## src/rtl/async_fifo_rd_ctrl_pkg.sv

```systemverilog
`default_nettype none
// ============================================================================
//  Module   : async_fifo_rd_ctrl_pkg
//  Purpose  : Shared constants and Gray/binary helpers for the dual-clock FIFO
//  Revision : 1.0  initial release
// ============================================================================
package async_fifo_rd_ctrl_pkg;

    localparam int OBUF_DEPTH = 2;
    localparam int PTR_MAX_W  = 32;

    typedef logic [PTR_MAX_W-1:0] ptr_word_t;

    // Operate on a zero-extended word so callers of any width up to
    // PTR_MAX_W get the correct result after truncating back.
    function automatic ptr_word_t bin2gray(input ptr_word_t b);
        return b ^ (b >> 1);
    endfunction

    function automatic ptr_word_t gray2bin(input ptr_word_t g);
        ptr_word_t b;
        b = g;
        for (int i = 1; i < PTR_MAX_W; i++) begin
            b = b ^ (g >> i);
        end
        return b;
    endfunction

endpackage
`default_nettype wire

```

## src/rtl/async_fifo_rd_ctrl_if.sv

```systemverilog
`default_nettype none
// ============================================================================
//  Module   : async_fifo_rd_ctrl_if
//  Purpose  : RAM read port and output valid/ready stream of the read side
//  Revision : 1.0  initial release
// ============================================================================
interface async_fifo_rd_ctrl_if #(
    parameter int DW = 8,
    parameter int AW = 10
);
    logic          ram_rd;
    logic [AW-1:0] ram_raddr;
    logic [DW-1:0] ram_rdata;
    logic          m_valid;
    logic          m_ready;
    logic [DW-1:0] m_data;

    modport master (
        output ram_rd, ram_raddr, m_valid, m_data,
        input  ram_rdata, m_ready
    );

    modport slave (
        input  ram_rd, ram_raddr, m_valid, m_data,
        output ram_rdata, m_ready
    );
endinterface
`default_nettype wire

```

## src/rtl/async_fifo_rd_ctrl_ptr_sync.sv

```systemverilog
`default_nettype none
// ============================================================================
//  Module   : ptr_sync
//  Purpose  : Multi-flop synchroniser for a Gray-coded pointer
//  Revision : 1.0  initial release
// ============================================================================
module ptr_sync #(
    parameter int W      = 11,
    parameter int STAGES = 2
) (
    input  wire logic         clk,
    input  wire logic         rst_n,
    input  wire logic [W-1:0] d,
    output logic      [W-1:0] q
);
    logic [W-1:0] r_chain [STAGES];

    always_ff @(posedge clk or negedge rst_n) begin
        if (!rst_n) begin
            for (int i = 0; i < STAGES; i++) begin
                r_chain[i] <= '0;
            end
        end else begin
            r_chain[0] <= d;
            for (int i = 1; i < STAGES; i++) begin
                r_chain[i] <= r_chain[i-1];
            end
        end
    end

    assign q = r_chain[STAGES-1];
endmodule
`default_nettype wire

```

## src/rtl/async_fifo_rd_ctrl.sv

```systemverilog
`default_nettype none
// ============================================================================
//  Module   : async_fifo_rd_ctrl
//  Purpose  : Read-domain controller of the dual-clock FIFO with 2-entry skid
//  Revision : 1.0  initial release
// ============================================================================
module async_fifo_rd_ctrl
    import async_fifo_rd_ctrl_pkg::*;
#(
    parameter int DW          = 8,
    parameter int AW          = 10,
    parameter int SYNC_STAGES = 2
) (
    input  wire logic          rd_clk,
    input  wire logic          rrstn,
    input  wire logic [AW:0]   wptr_gray,
    output logic      [AW:0]   rptr_gray,
    output logic               empty,
    output logic      [AW:0]   rd_level,
    async_fifo_rd_ctrl_if.master bus
);
    localparam int PW = AW + 1;

    logic [AW:0]   w_wgray_s;
    logic [AW:0]   w_wbin_s;
    logic [AW:0]   w_rbin_nxt;
    logic          w_ram_empty;
    logic          w_pop;
    logic          w_load;
    logic          w_issue;
    logic [1:0]    w_credit;

    logic [AW:0]   r_rbin;
    logic [AW:0]   r_rptr_gray;
    logic [AW:0]   r_pop_cnt;
    logic [AW:0]   r_rd_level;
    logic          r_inflight;
    logic [1:0]    r_count;
    logic [DW-1:0] r_buf [OBUF_DEPTH];

    ptr_sync #(
        .W      (PW),
        .STAGES (SYNC_STAGES)
    ) u_wptr_sync (
        .clk    (rd_clk),
        .rst_n  (rrstn),
        .d      (wptr_gray),
        .q      (w_wgray_s)
    );

    assign w_wbin_s    = PW'(gray2bin(ptr_word_t'(w_wgray_s)));
    assign w_rbin_nxt  = r_rbin + PW'(1);
    assign w_ram_empty = (r_rbin == w_wbin_s);
    assign w_pop       = bus.m_valid & bus.m_ready;
    assign w_load      = r_inflight;
    // Words already owned by the output side: buffered plus the one in the RAM pipe.
    assign w_credit    = r_count + {1'b0, r_inflight};
    assign w_issue     = !w_ram_empty &&
                         ((w_credit < 2'd2) || ((w_credit == 2'd2) && w_pop));

    always_ff @(posedge rd_clk or negedge rrstn) begin
        if (!rrstn) begin
            r_rbin      <= '0;
            r_rptr_gray <= '0;
            r_inflight  <= 1'b0;
            r_pop_cnt   <= '0;
            r_rd_level  <= '0;
        end else begin
            if (w_issue) begin
                r_rbin      <= w_rbin_nxt;
                r_rptr_gray <= PW'(bin2gray(ptr_word_t'(w_rbin_nxt)));
            end
            r_inflight <= w_issue;
            r_pop_cnt  <= r_pop_cnt + PW'(w_pop);
            r_rd_level <= w_wbin_s - r_pop_cnt;
        end
    end

    // Shift-style buffer: entry 0 is always the head presented on m_data.
    always_ff @(posedge rd_clk or negedge rrstn) begin
        if (!rrstn) begin
            r_count <= '0;
            for (int i = 0; i < OBUF_DEPTH; i++) begin
                r_buf[i] <= '0;
            end
        end else begin
            case ({w_load, w_pop})
                2'b10: begin
                    if (r_count == 2'd0) begin
                        r_buf[0] <= bus.ram_rdata;
                    end else begin
                        r_buf[1] <= bus.ram_rdata;
                    end
                    r_count <= r_count + 2'd1;
                end
                2'b01: begin
                    r_buf[0] <= r_buf[1];
                    r_count  <= r_count - 2'd1;
                end
                2'b11: begin
                    if (r_count == 2'd1) begin
                        r_buf[0] <= bus.ram_rdata;
                    end else begin
                        r_buf[0] <= r_buf[1];
                        r_buf[1] <= bus.ram_rdata;
                    end
                end
                default: ;
            endcase
        end
    end

    assign bus.ram_rd    = w_issue;
    assign bus.ram_raddr = r_rbin[AW-1:0];
    assign bus.m_valid   = (r_count != 2'd0);
    assign bus.m_data    = r_buf[0];
    assign empty         = (r_count == 2'd0);
    assign rptr_gray     = r_rptr_gray;
    assign rd_level      = r_rd_level;
endmodule
`default_nettype wire

```

## src/flat_wrapper.sv

```systemverilog
// flat-port wrapper written by rule: the top's interface ports become plain ports
module async_fifo_rd_ctrl_flat import async_fifo_rd_ctrl_pkg::*;
#(
    parameter int DW          = 8,
    parameter int AW          = 10,
    parameter int SYNC_STAGES = 2
)
  (rd_clk, rrstn, wptr_gray, rptr_gray, empty, rd_level, bus_ram_rd, bus_ram_raddr, bus_m_valid, bus_m_data, bus_ram_rdata, bus_m_ready);
  async_fifo_rd_ctrl_if #(.DW(DW), .AW(AW)) bus_i ();
  input  wire logic rd_clk;
  input  wire logic rrstn;
  input  wire logic [AW:0] wptr_gray;
  output logic      [AW:0] rptr_gray;
  output logic empty;
  output logic      [AW:0] rd_level;
  output wire logic [$bits(bus_i.ram_rd)-1:0] bus_ram_rd;
  output wire logic [$bits(bus_i.ram_raddr)-1:0] bus_ram_raddr;
  output wire logic [$bits(bus_i.m_valid)-1:0] bus_m_valid;
  output wire logic [$bits(bus_i.m_data)-1:0] bus_m_data;
  input wire logic [$bits(bus_i.ram_rdata)-1:0] bus_ram_rdata;
  input wire logic [$bits(bus_i.m_ready)-1:0] bus_m_ready;
  assign bus_ram_rd = bus_i.ram_rd;
  assign bus_ram_raddr = bus_i.ram_raddr;
  assign bus_m_valid = bus_i.m_valid;
  assign bus_m_data = bus_i.m_data;
  assign bus_i.ram_rdata = bus_ram_rdata;
  assign bus_i.m_ready = bus_m_ready;
  async_fifo_rd_ctrl #(.DW(DW), .AW(AW), .SYNC_STAGES(SYNC_STAGES)) u_core (.rd_clk(rd_clk), .rrstn(rrstn), .wptr_gray(wptr_gray), .rptr_gray(rptr_gray), .empty(empty), .rd_level(rd_level), .bus(bus_i));
endmodule
```

## config.mk

```make
export PLATFORM = sky130hd
export DESIGN_NAME = async_fifo_rd_ctrl_flat
export DESIGN_NICKNAME = d
export VERILOG_FILES = /design/src/rtl/async_fifo_rd_ctrl_pkg.sv /design/src/rtl/async_fifo_rd_ctrl_if.sv /design/src/rtl/async_fifo_rd_ctrl_ptr_sync.sv /design/src/rtl/async_fifo_rd_ctrl.sv /design/src/flat_wrapper.sv
export SDC_FILE = /design/constraint.sdc
export NUM_CORES = 1
export LEC_CHECK = 0
export ABC_AREA = 1
export BUFFER_PORTS_ARGS = -buffer_cell sky130_fd_sc_hd__buf_4
export CORE_MARGIN = 2
export CORE_UTILIZATION = 57
export CTS_BUF_LIST = sky130_fd_sc_hd__clkbuf_16
export DETAILED_ROUTE_END_ITERATION = 16
export PLACE_DENSITY = 0.8
export SLEW_MARGIN = 0
export SYNTH_ARGS = -nofsm -noshare
export SYNTH_HDL_FRONTEND = slang
export SYNTH_SLANG_ARGS = --single-unit
```

## constraint.sdc

```tcl
create_clock -name rd_clk -period 3.38 [get_ports rd_clk]
set_input_delay 0.338 -clock rd_clk [delete_from_list [all_inputs] [get_ports rd_clk]]
set_output_delay 0.338 -clock rd_clk [all_outputs]
set_load 0.05 [all_outputs]
```

==> reports/metrics.csv <==
metric,value,unit
status,"finished, final reports clean",
die footprint,8510,sq um
"setup slack, reg-to-reg",0.29,ns
post-DP HPWL,6810,microns
DRC,0,
layout cells sized above 1,19.5,%
Max Cap Viol,0,
RSZ-0062 raised after global routing,no,
WL final,9340,microns
total track usage,23.8,%
Simple-Gate Fraction of Synth Area,22.2,%
Synth Area in Adders,5.80,%
pwr/cell area,1010,nW/um^2
sequential area share after synthesis,47.3,%
library cells used by synthesis,32,
VDD IR max,1.06,mV
largest net degree at the start of global routing,85,
CTS Buf Count,9,
core area,7650,sq um
Worst Tran Pin Value,1.03,ns
Initial DRC Count,247,
CTS tree,done,
Routed Antenna Nets,0,
top cell type's share of synthesized area,47.3,%
Hold Slack,0.108,ns
"Core Util, Final",68.9,%
first-pass iteration count of the detailed router,5,
mapped cell area,4440,sq um
IO Port Bufs,64,
critical setup path kind,flip-flop to flip-flop,
crit path max fanout,5,
crit path time final,3.09,ns
final slew viol count,0,
xor/xnor share of the synthesized area,9.04,%
post-synthesis mux area share,2.03,%
Root Driver,clkbuf_16,
"Clk Latency, worst-skew pair",0.33,ns
WHS Path Cells,1,
vias per cell,5.13,
FF-to-FF path depth,17,
WL/cell,13.8,microns
leakage,2.85,nW
FF-to-FF Start,u_core.u_wptr_sync.q[10],
CTS sink count,84,
GRT Residual Overflow,0,
leading area contributor after synthesis,dfrtp_1,
fmax,0.324,GHz
Worst setup EP type,flip-flop,
nets@finish,612,
IO Count,65,
hold buffers post-CTS,0,
"leading cell type in the layout, fill and taps excluded",nand2_1,
Syn-to-layout area delta,18.6,%
Worst EP arrival,3.29,ns
Synth Area in Compound Gates,5.21,%
initial antenna violation count,0,
first-pass GRT wire length,16000,microns
"Data required, critical path",3.59,ns
"flops & latches, synth",84,
H-tree depth,3,
worst hold start,wptr_gray[4],
Slew HR,31.4,%
crit start category,flip-flop,
total number of vias,3473,
Avg Inst Size Synth,8.76,sq um
# setup viols final,0,
Die Y,92.3,microns
setup TNS,0,ns
FF-to-FF End,u_core.rd_level[10],
FILL cells,595,
HP Class,input pin to flip-flop,
WHS Endpoint,u_core.u_wptr_sync.r_chain[15],
Initial Util,58.1,%
Synth Instances,507,
main combinational cell family by area after synthesis,simple AND/OR/NAND/NOR gates,
Worst-path clk slew,0.06,ns
Final Hold Fails,0,
# rows,32,
Yosys warnings,0,
ant diodes,0,
Die W,92.3,microns
CTS max path bufs,2,
Final Cycle Share,91.3,%
ranking of synthesized cells by area,"dfrtp_1 47%, nand2_1 12%, xor2_1 5.9%",
most frequent cells in the layout,"138 x nand2_1, 84 x dfrtp_1, 69 x inv_1",
GPL Wtd Cong,0.869,
Setup Skew,0.00674,ns
vias in the first global route,3386,
Syn Nets,549,
[critical path, cell delays in order (launching register included)]
cell and delay (ns):
dfrtp_1 0.45, nand2_1 0.16, nand3_1 0.10, nand2_1 0.13
nand3_2 0.14, nand2_4 0.11, nand2_2 0.07, nand3_1 0.09
nand2_1 0.09, ha_1 0.23, fa_1 0.43, o21ai_2 0.21
a21boi_0 0.17, o21ai_1 0.21, a21oi_1 0.09, nor2_1 0.09
nor2_1 0.05, xor2_1 0.13
[per-stage QoR]
step / total power, mW / instances / worst slack (ns) / area (sq um)
after floorplan: 3.69 / 507 / 0.490 / 4440
after global placement: 4.23 / 660 / 0.281 / 4960
after detailed placement: 4.33 / 660 / 0.0906 / 4960
after CTS: 5.32 / 676 / 0.0146 / 5260
after global routing: 5.66 / 677 / 0.000222 / 5270
final: 5.31 / 677 / 0.294 / 5270
[cell usage after synthesis]
| library cell | instances |
|---|---|
| nor3_1 | 5 |
| a21oi_1 | 9 |
| nor2_1 | 12 |
| nand3_2 | 3 |
| o21ai_1 | 3 |
| fa_1 | 1 |
| a211oi_1 | 2 |
| nand3b_1 | 2 |
| nand3_1 | 44 |
| clkbuf_1 | 3 |
| inv_1 | 68 |
| nor2_2 | 1 |
| inv_2 | 2 |
| xnor2_1 | 14 |
| nor4_1 | 1 |
| o22ai_1 | 8 |
| or2_2 | 1 |
| o311ai_0 | 1 |
| buf_2 | 3 |
| xor2_2 | 1 |
| dfrtp_1 | 84 |
| mux2_2 | 8 |
| buf_4 | 8 |
| nand2_2 | 9 |
| o21ai_0 | 18 |
| xor2_1 | 30 |
| buf_6 | 2 |
| nand2_4 | 4 |
| nand4_1 | 2 |
| ha_1 | 19 |
| a21boi_0 | 1 |
| nand2_1 | 138 |
[worst max-delay path by stage]
stage	from	slack, ns	end	depth (start not counted)
after global routing	u_core.u_wptr_sync.q[10]	0.0002	u_core.rd_level[10]	18
after floorplan	u_core.u_wptr_sync.q[10]	0.49	u_core.rd_level[10]	19
after global placement	u_core.u_wptr_sync.q[10]	0.28	u_core.rd_level[10]	17
final	u_core.u_wptr_sync.q[10]	0.29	u_core.rd_level[10]	17
after CTS	u_core.u_wptr_sync.q[10]	0.01	u_core.rd_level[10]	17
after detailed placement	u_core.u_wptr_sync.q[10]	0.09	u_core.rd_level[10]	17
[state kept, by name, summed over array words and instances, names as in the netlist]
| signal | flops |
|---|---|
| u_core.u_wptr_sync.r_chain | 11 |
| u_core.r_pop_cnt | 11 |
| u_core.bus.m_data | 8 |
| u_core.r_rbin | 11 |
| u_core.r_inflight | 1 |
| u_core.rptr_gray | 10 |
| u_core.u_wptr_sync.q | 11 |
| u_core.rd_level | 11 |
| u_core.r_count | 2 |
| u_core.r_buf | 8 |
[timing repair]
action                     in CTS  in global routing
buffers inserted                0                  1
setup endpoints to repair       0                  2
resized for setup               0                  3
[logic make-up (layout without fill, tap and decap cells)]
group	count (synthesis)	count (layout)
AND/OR/NAND/NOR	222	222
buffers and inverters	86	154
AO/OA/AOI/OAI	42	42
XOR/XNOR	45	45
multiplexers	8	8
adder cells (fa/ha/maj)	20	20
flip-flops	84	84
[metal layers]
layer | vias up | wire length (microns) | global-route usage (%)
met3 | 13 | 544 | 4.93
met1 | 1626 | 4080 | 32.0
met4 | 0 | 139 | 7.59
met5 | - | 0 | 0
met2 | 106 | 4580 | 38.9
li1 | 1728 | - | -
[power breakdown]
group / internal, mW / switching, mW
Combinational: 0.933 / 1.86
Sequential: 1.34 / 0.222
Clock: 0.569 / 0.389
[area by class of cell]
type                       instances  area, sq um  share of cell area, %
sequential                        84         2100                   39.9
tap                              102          128                   2.42
clock buffer                       9          225                   4.28
timing repair buffer              68          510                   9.69
clock inverter                     7         67.6                   1.28
inverter                          70          263                   4.99
multi-input combinational        337         1970                   37.4
(Power assumes the default switching activity.)
